--- config.mk ---
export PLATFORM = sky130hd
export DESIGN_NAME = noc16_compute_device
export DESIGN_NICKNAME = d
export VERILOG_FILES = /design/src/rtl/noc16_dev_pkg.sv /design/src/rtl/noc16_req_fifo.sv /design/src/rtl/noc16_compute_device.sv
export SDC_FILE = /design/constraint.sdc
export NUM_CORES = 1
export LEC_CHECK = 0
export CAP_MARGIN = 25
export CORE_MARGIN = 2
export CORE_UTILIZATION = 55
export CTS_CLUSTER_DIAMETER = 80
export DETAILED_ROUTE_END_ITERATION = 8
export GPL_ROUTABILITY_DRIVEN = 0
export PLACE_DENSITY = 0.77
export RECOVER_POWER = 25
export SYNTH_ARGS = -nofsm -noshare
export SYNTH_HDL_FRONTEND = slang
export SYNTH_HIERARCHICAL = 1
export SYNTH_SLANG_ARGS = --single-unit
--- constraint.sdc ---
create_clock -name clk -period 4.55 [get_ports clk]
set_clock_uncertainty 0.05 [all_clocks]
set_input_delay 0.455 -clock clk [delete_from_list [all_inputs] [get_ports clk]]
set_output_delay 0.455 -clock clk [all_outputs]
set_load 0.005 [all_outputs]
--- src/rtl/noc16_dev_pkg.sv ---
`default_nettype none
// ============================================================================
// Module      : noc16_dev_pkg
// Description : Opcodes and default response commands for the NoC16
//               compute service endpoint.
// Revision    : 1.0 - initial release
// ============================================================================
package noc16_dev_pkg;

  localparam logic [7:0] OP_DOUBLE    = 8'h01;
  localparam logic [7:0] OP_ACC_ADD   = 8'h02;
  localparam logic [7:0] OP_ACC_READ  = 8'h03;
  localparam logic [7:0] OP_ACC_CLEAR = 8'h04;

  localparam logic [7:0] RESP_CMD_DEF = 8'hEF;
  localparam logic [7:0] ERR_CMD_DEF  = 8'hEE;

endpackage : noc16_dev_pkg
`default_nettype wire

--- src/rtl/noc16_req_fifo.sv ---
`default_nettype none
// ============================================================================
// Module      : noc16_req_fifo
// Description : Synchronous request FIFO with occupancy count. The head
//               entry is presented combinationally on pop_data.
// Revision    : 1.0 - initial release
// ============================================================================
module noc16_req_fifo #(
  parameter int WIDTH = 72,
  parameter int DEPTH = 4
) (
  input  logic                       clk,
  input  logic                       rst_n,
  input  logic                       push,
  input  logic [WIDTH-1:0]           push_data,
  input  logic                       pop,
  output logic [WIDTH-1:0]           pop_data,
  output logic                       full,
  output logic                       empty,
  output logic [$clog2(DEPTH):0]     count
);

  localparam int AW = $clog2(DEPTH);

  logic [WIDTH-1:0] mem [DEPTH];
  logic [AW-1:0]    wr_ptr;
  logic [AW-1:0]    rd_ptr;
  logic             do_push;
  logic             do_pop;

  assign full     = (count == (AW+1)'(DEPTH));
  assign empty    = (count == '0);
  assign do_push  = push && !full;
  assign do_pop   = pop && !empty;
  assign pop_data = mem[rd_ptr];

  // Storage write; contents need no reset since count gates visibility
  always_ff @(posedge clk) begin
    if (do_push) begin
      mem[wr_ptr] <= push_data;
    end
  end

  // Pointer and occupancy tracking; pointers wrap naturally at DEPTH
  always_ff @(posedge clk or negedge rst_n) begin
    if (!rst_n) begin
      wr_ptr <= '0;
      rd_ptr <= '0;
      count  <= '0;
    end else begin
      if (do_push) wr_ptr <= wr_ptr + AW'(1);
      if (do_pop)  rd_ptr <= rd_ptr + AW'(1);
      case ({do_push, do_pop})
        2'b10:   count <= count + (AW+1)'(1);
        2'b01:   count <= count - (AW+1)'(1);
        default: count <= count;
      endcase
    end
  end

endmodule : noc16_req_fifo
`default_nettype wire

--- src/rtl/noc16_compute_device.sv ---
`default_nettype none
// ============================================================================
// Module      : noc16_compute_device
// Description : NoC16 service endpoint. Queues request flits, executes
//               double / accumulate / read / clear commands and returns one
//               response flit per request through a valid/ready Tx register.
// Revision    : 1.0 - initial release
// ============================================================================
module noc16_compute_device
  import noc16_dev_pkg::*;
#(
  parameter int                DATA_W        = 64,
  parameter int                CMD_W         = 8,
  parameter int                FIFO_DEPTH    = 4,
  parameter logic [23:0]       SERIAL_NUMBER = 24'd6,
  parameter logic [CMD_W-1:0]  RESP_CMD      = CMD_W'(RESP_CMD_DEF),
  parameter logic [CMD_W-1:0]  ERR_CMD       = CMD_W'(ERR_CMD_DEF)
) (
  input  logic              clk,
  input  logic              reset,
  input  logic [DATA_W-1:0] Ksubs3_Noc16_RxData_lo,
  input  logic [CMD_W-1:0]  Ksubs3_Noc16_RxData_cmd,
  input  logic              Ksubs3_Noc16_RxData_valid,
  output logic              Ksubs3_Noc16_RxData_rdy,
  output logic [DATA_W-1:0] Ksubs3_Noc16_TxData_lo,
  output logic [CMD_W-1:0]  Ksubs3_Noc16_TxData_cmd,
  output logic              Ksubs3_Noc16_TxData_valid,
  input  logic              Ksubs3_Noc16_TxData_rdy,
  output logic [23:0]       designSerialNumber,
  output logic              busy,
  output logic [15:0]       err_count
);

  localparam int CNT_W = $clog2(FIFO_DEPTH) + 1;

  logic [CMD_W+DATA_W-1:0] head;
  logic [CMD_W-1:0]        head_cmd;
  logic [DATA_W-1:0]       head_lo;
  logic                    fifo_full;
  logic                    fifo_empty;
  logic [CNT_W-1:0]        fifo_count;
  logic [CNT_W-1:0]        cnt_nxt;
  logic                    push;
  logic                    pop;
  logic                    tx_valid_nxt;

  logic [DATA_W-1:0]       acc;
  logic [DATA_W-1:0]       acc_nxt;
  logic [DATA_W-1:0]       res_lo;
  logic [CMD_W-1:0]        res_cmd;
  logic                    is_err;

  assign push     = Ksubs3_Noc16_RxData_valid && Ksubs3_Noc16_RxData_rdy && !fifo_full;
  assign pop      = !fifo_empty && (!Ksubs3_Noc16_TxData_valid || Ksubs3_Noc16_TxData_rdy);
  assign head_cmd = head[CMD_W+DATA_W-1:DATA_W];
  assign head_lo  = head[DATA_W-1:0];

  noc16_req_fifo #(
    .WIDTH (CMD_W + DATA_W),
    .DEPTH (FIFO_DEPTH)
  ) u_req_fifo (
    .clk       (clk),
    .rst_n     (reset),
    .push      (push),
    .push_data ({Ksubs3_Noc16_RxData_cmd, Ksubs3_Noc16_RxData_lo}),
    .pop       (pop),
    .pop_data  (head),
    .full      (fifo_full),
    .empty     (fifo_empty),
    .count     (fifo_count)
  );

  // Post-edge occupancy and Tx valid, used for the registered rdy/busy flags
  always_comb begin
    cnt_nxt = fifo_count;
    case ({push, pop})
      2'b10:   cnt_nxt = fifo_count + CNT_W'(1);
      2'b01:   cnt_nxt = fifo_count - CNT_W'(1);
      default: cnt_nxt = fifo_count;
    endcase
    if (pop) begin
      tx_valid_nxt = 1'b1;
    end else if (Ksubs3_Noc16_TxData_rdy) begin
      tx_valid_nxt = 1'b0;
    end else begin
      tx_valid_nxt = Ksubs3_Noc16_TxData_valid;
    end
  end

  // Execute unit: decode the FIFO head into a response and next accumulator
  always_comb begin
    res_cmd = RESP_CMD;
    res_lo  = '0;
    acc_nxt = acc;
    is_err  = 1'b0;
    case (head_cmd)
      CMD_W'(OP_DOUBLE): begin
        res_lo = head_lo << 1;
      end
      CMD_W'(OP_ACC_ADD): begin
        acc_nxt = acc + head_lo;
        res_lo  = acc + head_lo;
      end
      CMD_W'(OP_ACC_READ): begin
        res_lo = acc;
      end
      CMD_W'(OP_ACC_CLEAR): begin
        acc_nxt = '0;
        res_lo  = '0;
      end
      default: begin
        res_cmd = ERR_CMD;
        res_lo  = DATA_W'(head_cmd);
        is_err  = 1'b1;
      end
    endcase
  end

  // Handshake/status flags: Rx ready, Tx valid, busy and serial number
  always_ff @(posedge clk or negedge reset) begin
    if (!reset) begin
      Ksubs3_Noc16_RxData_rdy   <= 1'b0;
      Ksubs3_Noc16_TxData_valid <= 1'b0;
      busy                      <= 1'b0;
      designSerialNumber        <= '0;
    end else begin
      Ksubs3_Noc16_RxData_rdy   <= (cnt_nxt < CNT_W'(FIFO_DEPTH));
      Ksubs3_Noc16_TxData_valid <= tx_valid_nxt;
      busy                      <= (cnt_nxt != '0) || tx_valid_nxt;
      designSerialNumber        <= SERIAL_NUMBER;
    end
  end

  // Tx payload, accumulator and error counter update on each pop
  always_ff @(posedge clk or negedge reset) begin
    if (!reset) begin
      Ksubs3_Noc16_TxData_lo  <= '0;
      Ksubs3_Noc16_TxData_cmd <= '0;
      acc                     <= '0;
      err_count               <= '0;
    end else if (pop) begin
      Ksubs3_Noc16_TxData_lo  <= res_lo;
      Ksubs3_Noc16_TxData_cmd <= res_cmd;
      acc                     <= acc_nxt;
      if (is_err && (err_count != 16'hFFFF)) begin
        err_count <= err_count + 16'd1;
      end
    end
  end

endmodule : noc16_compute_device
`default_nettype wire

# Word level (Yosys, flattened, before mapping)
# Memory sizes are Yosys's and may differ from the RTL's.
# Cells that the tools add are included.
[totals] mem_bits_rw=288 inputBits=76 reg_bits=163 n_memories=1 output_inout_bits=115 word_cells=57
[memory_table] name="u_req_fifo.mem" words=4 width=72 read_ports=1 rd_clocked_by_memory_dff=0 write_ports=1 line_no="noc16_req_fifo.sv:25" source="logic [WIDTH-1:0] mem [DEPTH];"
[classes] n_mux=10 n_addsub=6 n_reduce_logical=18 n_lt_le_gt_ge=1 eq_ne=10
[op_table] op="case mux 64 bit (4 select lines)" count=1
[op_table] op="case mux 64 bit (2 select lines)" count=1
[op_table] op="adder 64 bit" count=1
[op_table] op="adder 16 x 1 -> 16 bit, second input constant" count=1
[op_table] op="== test 8 x 2 -> 1 bit, second input constant" count=2
[op_table] op="inequality test 16 bit, second input constant" count=1
[op_table] op="case mux 3 bit (2 select lines)" count=2
[op_table] op="== test 8 x 1 -> 1 bit, second input constant" count=1
[op_table] op="== test 8 x 3 -> 1 bit, second input constant" count=1
[op_table] op="logical AND 1 bit" count=6
[op_table] op="two-way mux 1 bit" count=6
[op_table] op="adder 2 x 1 -> 2 bit, second input constant" count=2
[op_table] op="== test 2 x 1 -> 1 bit, second input constant" count=2
[op_table] op="== test 2 bit, second input constant" count=2
[op_table] op="AND reduction 2 bit" count=2
[op_table] op="nonzero test 2 bit" count=2
[op_table] op="OR reduction 4 bit" count=1
[op_table] op="adder 3 x 1 -> 3 bit, second input constant" count=1
[op_table] op="== test 3 bit, second input constant" count=1
[op_table] op="logical NOT 1 bit" count=3
[op_table] op="logical NOT 3 bit" count=1
[op_table] op="less-than comparator 3 bit, second input constant" count=1
[op_table] op="nonzero test 3 bit" count=1
[op_table] op="subtractor 3 x 1 -> 3 bit, second input constant" count=1
[op_table] op="logical OR 1 bit" count=2

# Longest topological paths before layout
# Gate-level depths: netlist (run 1).
[depth] ltp_word=7 depth_mapped=15

# Modules after synthesis
# The synthesis (run 1) kept the hierarchy.
[by_module_without_submodules] mod="noc16_req_fifo" cells_per_inst=413 seq_area_each_um2=8823.5 area_each_um2=10817.9 instances=1
[by_module_without_submodules] mod="noc16_compute_device" cells_per_inst=1252 seq_area_each_um2=3753.6 area_each_um2=10635.2 instances=1

# Worst setup path after synthesis (run 1)
# OpenSTA, ideal clock, no wires.
[synth_timing] kind="reg-to-reg" startpoint="reg u_req_fifo.rd_ptr[0]" endpoint="reg Ksubs3_Noc16_TxData_lo[53]" stages_incl_launch_ff=14 t_required_ns=4.374 path_buffers=3 synth_period_minus_slack_ns=3.992 setup_slack_ns=0.558 setup_time_ns=0.126 arrival_time_ns=3.816 path_cell_list="dfrtp_1 -> buf_6 -> buf_6 -> mux4_2 -> ha_1 -> buf_2 -> nand4_1 -> or4_4 -> or4_4 -> o32ai_4 -> o21ai_4 -> o31ai_4 -> xor2_1 -> a221o_1"
[synth_between] elab_chain_cells=3 word_cells_on_any_way=7
[synth_rtl] element="start: declaration" line_no="noc16_req_fifo.sv:27" source="logic [AW-1:0] rd_ptr;"
[synth_rtl] element="start signal: assignment" line_no="noc16_req_fifo.sv:52" source="if (do_pop) rd_ptr <= rd_ptr + AW'(1);"
[synth_rtl] element="memory read (4 x 72 bit)"
[synth_rtl] element="net head[39]" line_no="noc16_compute_device.sv:36" source="logic [CMD_W+DATA_W-1:0] head;"
[synth_rtl] element="adder 64 bit" line_no="noc16_compute_device.sv:102" source="res_lo = acc + head_lo;"
[synth_rtl] element="case mux 64 bit (4 select lines)" line_no="noc16_compute_device.sv:96" source="case (head_cmd)"
[synth_rtl] element="end signal: assignment" line_no="noc16_compute_device.sv:142" source="Ksubs3_Noc16_TxData_lo <= res_lo;"
[synth_rtl] element="end: declaration" line_no="noc16_compute_device.sv:25" source="output logic [DATA_W-1:0] Ksubs3_Noc16_TxData_lo,"
# The timed path passes the listed nets, and every way through them passes these cells.
# A chain may end at the register's enable or synchronous reset.

# Worst setup path in the final report (run 1)
[layout_timing] startpoint="reg u_req_fifo.rd_ptr[0]" endpoint="reg Ksubs3_Noc16_TxData_lo[61]"
# Same word-level chain as after synthesis.

==> impl_metrics.py, run 1 <==
metrics = {
    "placement": {
        "dp.final_hpwl_um": 36000,
        "port_buffers": 167,
        "pre_cts_slack_ps": 207,
    },
    "timing": {
        "drv_slew": 0,
        "setup_slack_ps": 135,
        "max_freq_ghz": 0.226,
        "setup_tns_ps": 0,
        "rsz0062_at_grt": "no",
        "hold_viol": 0,
        "slew_headroom": 0.331,
        "tightest_slew_ps": 1000,
        "setup_violations": 0,
        "fin_crit_sh": 0.970,
        "fin_crit_ps": 4420,
    },
    "floorplanning": {
        "start_util": 0.556,
        "core_area_sq_um": 38600,
        "num_rows": 72,
        "fp.dieW_um": 202,
        "num_io_pins": 191,
        "dieArea_sq_um": 40600,
        "die_height_um": 202,
    },
    "yosys": {
        "synth_top_area_frac": 0.403,
        "yosys-top-cells-area": "edfxtp_1, dfrtp_1, mux4_2, ha_1, nand2_1",
        "yosys_most_used_dff": "edfxtp_1",
        "ys_async_sr_fraction": 0.353,
        "ys_seq_elements": 445,
        "yosys.area.top_type": "edfxtp_1",
        "yosys_warnings": 6,
        "avgSynthCellArea_sq_um": 12.9,
        "syn_inst": 1665,
        "syn_area_sq_um": 21500,
        "synth-edff-count": 288,
        "yosysSeqAreaShare": 0.586,
        "synth_cell_types": 79,
        "synth.most_common_cell": "edfxtp_1",
        "synthTopCellsByCount": "edfxtp_1, nand2_1, dfrtp_1, a21oi_1, nor2_1",
    },
    "power_and_ir_drop": {
        "total_leakage_power_nw": 9.62,
        "ir_worst_vdd_uv": 301,
        "powerDensity_nw_per_um2": 557,
    },
    "global_route": {
        "grt_max_degree": 76,
        "grt_pass1_wl_um": 82300,
        "grt_overflow": 0,
        "grt_pass1_vias": 14646,
        "grt_antenna_before_repair": 4,
        "track_usage": 0.260,
    },
    "detailed_routing": {
        "dr.pass1.iters": 6,
        "vias": 14766,
        "ant_nets": 0,
        "viasPerCell": 6.22,
        "totalWireLength_um": 52400,
        "drc_errors": 0,
        "avgRoutedWirePerCell_um": 22.1,
        "drt_iter0_markers": 1495,
    },
    "job": {
        "maxCapViolCount": 0,
    },
    "setup_path": {
        "r2r_setup_slack_ps": 130,
        "required_ps": 5000,
        "r2r-start": "u_req_fifo/rd_ptr[0]$_DFFE_PN0P_",
        "arrival_ps": 4870,
        "r2r_cells": 11,
        "end_kind": "flop",
        "r2r_end": "Ksubs3_Noc16_TxData_lo[61]$_DFFE_PN0P_",
        "crit_fanout": 17,
        "critPathKind": "reg2reg",
        "start_kind": "flop",
    },
    "clocking": {
        "numCtsBuffers": 45,
        "clock_latency_ps": 580,
        "root_buffer": "clkbuf_16",
        "cts.sinks": 445,
        "postCtsSetupRepairBufs": 0,
        "tritoncts": "yes",
        "clk_pin_slew_worst_paths_ps": 60,
        "clk_path_buf_depth": 3,
        "cts-htree-levels": 2,
    },
    "finish": {
        "fin_nets": 1964,
        "area_growth_pct": 17.9,
        "drive_gt1_frac": 0.123,
    },
    "hold_path": {
        "holdPathEnd": "Ksubs3_Noc16_TxData_lo[10]$_DFFE_PN0P_",
        "hold_depth": 2,
        "hold_class": "reg2reg",
        "min_from": "Ksubs3_Noc16_TxData_lo[10]$_DFFE_PN0P_",
    },
    "status": {
        "run_status": "completed",
    },
}
-- area by class of cell --
| type | count | area, sq um |
|---|---|---|
| fillers | 2814 | 13300 |
| flip-flops and latches | 445 | 12600 |
| multi-input cells | 1084 | 8240 |
| repair buffers | 212 | 2150 |
| clock buffers | 60 | 1270 |
| well taps | 518 | 648 |
| clock inverters | 24 | 289 |
| inverters | 27 | 101 |
| diodes | 3 | 7.51 |
-- routing by layer --
| metal | vias to the layer above | track usage | routed length, um | share of wire |
|---|---|---|---|---|
| met5 | - | 0 | 0 | 0 |
| met4 | 0 | 0.0851 | 1370 | 0.026 |
| met3 | 97 | 0.0429 | 4240 | 0.081 |
| met2 | 722 | 0.413 | 24800 | 0.47 |
| met1 | 7335 | 0.369 | 22000 | 0.42 |
| li1 | 6612 | - | - | - |
-- worst max path at each step --
stage          slack (ps)                        startpoint                                      to
2_1_floorplan         560  u_req_fifo/rd_ptr[0]$_DFFE_PN0P_  Ksubs3_Noc16_TxData_lo[53]$_DFFE_PN0P_
3_3_place_gp          270  u_req_fifo/rd_ptr[0]$_DFFE_PN0P_  Ksubs3_Noc16_TxData_lo[61]$_DFFE_PN0P_
3_5_place_dp          210  u_req_fifo/rd_ptr[0]$_DFFE_PN0P_  Ksubs3_Noc16_TxData_lo[61]$_DFFE_PN0P_
4_1_cts               210  u_req_fifo/rd_ptr[0]$_DFFE_PN0P_  Ksubs3_Noc16_TxData_lo[61]$_DFFE_PN0P_
5_1_grt                 7  u_req_fifo/rd_ptr[0]$_DFFE_PN0P_  Ksubs3_Noc16_TxData_lo[51]$_DFFE_PN0P_
6_report              130  u_req_fifo/rd_ptr[0]$_DFFE_PN0P_  Ksubs3_Noc16_TxData_lo[61]$_DFFE_PN0P_
-- stage by stage --
| stage | instances | total power [mW] | hold slack (ps) | util | instance area (sq um) |
|---|---|---|---|---|---|
| after floorplan | 1687 | 8.68 | 109 | - | 21500 |
| after global placement | 2282 | 10.0 | 413 | 0.613 | 23600 |
| after detailed placement | 2284 | 10.2 | 421 | 0.614 | 23700 |
| after CTS | 2369 | 14.1 | 433 | 0.655 | 25300 |
| after global routing | 2372 | 14.7 | 463 | 0.656 | 25300 |
| final | 2373 | 14.1 | 427 | 0.656 | 25300 |
-- what timing repair did --
item                                    in CTS  in global routing
endpoints found under the hold margin       73                  0
gates resized for setup                      0                  2
endpoints found under the setup margin       0                  5
hold buffers                                 1                  0
-- critical path, stage by stage, from the launching register on --
cell     delay, ps
dfrtp_4        540
buf_12         220
mux4_2         570
ha_1           400
nand2_1        140
or4_4          580
or4_4          570
o32ai_4        240
o21ai_4        160
o21ai_1        320
mux2_1         360
nor3_1         160
-- registers in the layout (all words and copies together), names as in the netlist --
register                   flops
err_count                     16
Ksubs3_Noc16_TxData_cmd        2
u_req_fifo/mem               288
busy                           1
designSerialNumber             1
u_req_fifo/rd_ptr              2
acc                           64
Ksubs3_Noc16_TxData_lo        64
u_req_fifo/count               3
u_req_fifo/wr_ptr              2
Ksubs3_Noc16_TxData_valid      1
Ksubs3_Noc16_RxData_rdy        1
-- power by group --
group,switching [mW],internal (mW)
combinational,2.97,2.03
sequential,0.294,4.90
clock,1.57,2.32
-- cells in the final DEF (no fill, tap or decap), drive strengths merged, types with 23 or more instances in the layout --
cell and count:
a22o 27, o21ai 88, buf 44, xnor2 50, inv 28, a21oi 94
dfrtp 157, clkdlybuf4s50 104, nand2 200, clkbuf 61, xor2 33, dlygate4sd3 63
nand4 35, o211ai 23, mux4 72, ha 70, a22oi 33, nor2 82
a21o 27, edfxtp 288, conb 24
-- kinds of logic after synthesis --
logic type	synth area share
DFF	0.586
AOI/OAI and AO/OA	0.133
and+or+nand+nor	0.0867
buffers and inverters	0.0363
xor gates and xnor gates	0.0339
muxes	0.0795
adders and majority gates	0.0436
other	0.000350
No activity file was read; power rests on OpenSTA's default activity.
==> run 2, diff against run 1 <==
Settings changed: HOLD_SLACK_MARGIN from default to 0.02.
==> results of run 2 <==
The final DEF is identical to that of run 1; final timing and power are the same.
==> run 3, diff against run 2 <==
Settings changed: CORE_UTILIZATION 55 to 40, HOLD_SLACK_MARGIN 0.02 to default, PLACE_DENSITY 0.77 to default.
==> run 3 against run 2 <==
Clock power increased by 6.2%; maximum frequency increased by 2.9%; die area grew 37%; final cell count grew 8.1%; sequential cell count unchanged; count of clock-buffer cells in the layout rose by 7; via count fell by 0.83%; global-route usage is 5.8 points lower; power grew 2.4%; critical path depth did not move; highest routed layer is now met5.
==> impl_metrics.py, run 3 (same netlist as run 1, synthesis figures left out) <==
metrics = {
    "setup_path": {
        "crit_path_frequent_cell": "or4_4",
        "critical_path.slowest_cell": "mux4_2",
        "cp_cell_sequence": "buf_16 > mux4_2 > ha_1 > nand4_1 > or4_4 > or4_4 > o32ai_4 > o21ai_4 > o21ai_1 > mux2_1 > nor3_1",
        "end_kind": "flop",
        "worst_path_largest_cell_delay_ps": 570,
        "crit_fanout": 25,
        "required_ps": 5000,
        "arrival_ps": 4750,
        "critPathKind": "reg2reg",
        "start_kind": "flop",
    },
    "power_and_ir_drop": {
        "sw_frac_of_total": 0.342,
        "combPwrFrac": 0.355,
        "pwr-share-clk": 0.286,
        "powerDensity_nw_per_um2": 560,
        "intPower_mw": 9.49,
        "p_sw_mw": 4.94,
        "total_leakage_power_nw": 9.75,
        "ir_worst_vdd_uv": 273,
        "p_seq_frac": 0.359,
    },
    "timing": {
        "fin_crit_ps": 4290,
        "setup_violations": 0,
        "max_freq_ghz": 0.233,
        "drv_slew": 0,
        "fin_crit_sh": 0.943,
        "slew_headroom": 0.409,
        "setup_tns_ps": 0,
        "tightest_slew_ps": 887,
        "hold_viol": 0,
        "rsz0062_at_grt": "no",
        "fin_hold_ws_ps": 428,
    },
    "detailed_routing": {
        "viasPerCell": 5.71,
        "avgRoutedWirePerCell_um": 21.7,
        "ant_nets": 0,
        "drc_errors": 0,
        "totalWireLength_um": 55700,
        "vias": 14644,
        "drt_iter0_markers": 1396,
        "dr.pass1.iters": 5,
    },
    "finish": {
        "largest_register_ffs": 288,
        "area_growth_pct": 20.0,
        "drive_gt1_frac": 0.132,
        "regMostFlops": "u_req_fifo/mem",
        "final_cells": 2565,
        "reg_top3": "u_req_fifo/mem: 288 flops, Ksubs3_Noc16_TxData_lo: 64 flops, acc: 64 flops",
        "fin_nets": 1985,
        "final_common_cell": "edfxtp_1",
        "final_cell_mix": "edfxtp_1, nand2_1, dfrtp_1",
        "fin_area_sq_um": 25700,
        "nFillCells": 4624,
        "insertedDiodeCount": 0,
    },
    "clocking": {
        "clock_latency_ps": 590,
        "cts.sinks": 445,
        "postCtsSetupRepairBufs": 0,
        "clk_path_buf_depth": 3,
        "cts-htree-levels": 2,
        "numCtsBuffers": 49,
        "tritoncts": "yes",
        "root_buffer": "clkbuf_16",
        "clk_pin_slew_worst_paths_ps": 60,
    },
    "global_route": {
        "grt_max_degree": 70,
        "grt_pass1_vias": 14810,
        "grt_overflow": 0,
        "track_usage": 0.201,
        "grt_antenna_before_repair": 4,
        "grt_pass1_wl_um": 86900,
    },
    "floorplanning": {
        "die_height_um": 236,
        "fp.dieW_um": 236,
        "core_area_sq_um": 52800,
        "start_util": 0.407,
        "dieArea_sq_um": 55500,
        "num_io_pins": 191,
        "num_rows": 84,
    },
    "placement": {
        "port_buffers": 167,
        "dp.final_hpwl_um": 38700,
        "place_inst": 2472,
        "post_dp_cell_area_sq_um": 24000,
    },
    "status": {
        "run_status": "completed",
    },
    "hold_path": {
        "hold_class": "in2async",
    },
    "job": {
        "maxCapViolCount": 0,
    },
}
-- run 3: critical path, delay by kind of cell, from the launching register on --
family | cells | cell delay (ps)
simple gates | 4 | 1450
flops | 1 | 480
fa+ha+maj | 1 | 410
mux | 2 | 930
compound gates | 3 | 610
buf+inv | 1 | 260
-- run 3: cell type report --
class / count / area [sq um] / area share
clock buffer: 67 / 1370 / 0.0531
sequential: 445 / 12600 / 0.489
multi-input combinational: 1084 / 8260 / 0.321
inverter: 27 / 101 / 0.00394
clock inverter: 25 / 314 / 0.0122
tap: 688 / 861 / 0.0334
timing repair buffer: 229 / 2260 / 0.0880
-- run 3: timing repair --
item	in CTS	in global routing
hold buffers	1	0
gates resized for setup	0	6
hold endpoints to repair	66	0
setup endpoints to repair	0	7
-- run 3: metal layers --
| layer | share of wire | global-route usage |
|---|---|---|
| met1 | 0.45 | 0.280 |
| met2 | 0.47 | 0.326 |
| met3 | 0.053 | 0.0306 |
| met4 | 0.027 | 0.0647 |
| met5 | 0.00049 | 0 |
-- run 3: power by group through the flow --
stage                     registers, mW  clock network [mW]  logic [mW]
after global placement             5.24                   0        5.05
after detailed placement           5.26                   0        5.10
after global routing               5.24                4.38        5.59
after floorplan                    5.17                   0        3.52
final                              5.18                4.13        5.12
after CTS                          5.19                4.22        5.13
-- run 3: path summary, 6_finish.rpt --
path / from / to / slack, ps / cells after the start
max: u_req_fifo/rd_ptr[0]$_DFFE_PN0P_ / Ksubs3_Noc16_TxData_lo[61]$_DFFE_PN0P_ / 260 / 11
min: reset / designSerialNumber[1]$_DFF_PN0_ / 430 / 2
max reg2reg: u_req_fifo/rd_ptr[0]$_DFFE_PN0P_ / Ksubs3_Noc16_TxData_lo[61]$_DFFE_PN0P_ / 260 / 11
min reg2reg: Ksubs3_Noc16_TxData_lo[13]$_DFFE_PN0P_ / Ksubs3_Noc16_TxData_lo[13]$_DFFE_PN0P_ / 430 / 2
max in group asynchronous: reset / Ksubs3_Noc16_TxData_lo[43]$_DFFE_PN0P_ / 2970 / 3
min in group clk: Ksubs3_Noc16_TxData_lo[13]$_DFFE_PN0P_ / Ksubs3_Noc16_TxData_lo[13]$_DFFE_PN0P_ / 430 / 2
-- run 3: through the flow --
| stage | setup slack (ps) | utilization | power (mW) |
|---|---|---|---|
| after floorplan | 558 | - | 8.68 |
| after global placement | 277 | 0.455 | 10.3 |
| after detailed placement | 241 | 0.455 | 10.4 |
| after CTS | 218 | 0.487 | 14.5 |
| after global routing | 13.0 | 0.488 | 15.2 |
| final | 258 | 0.488 | 14.4 |
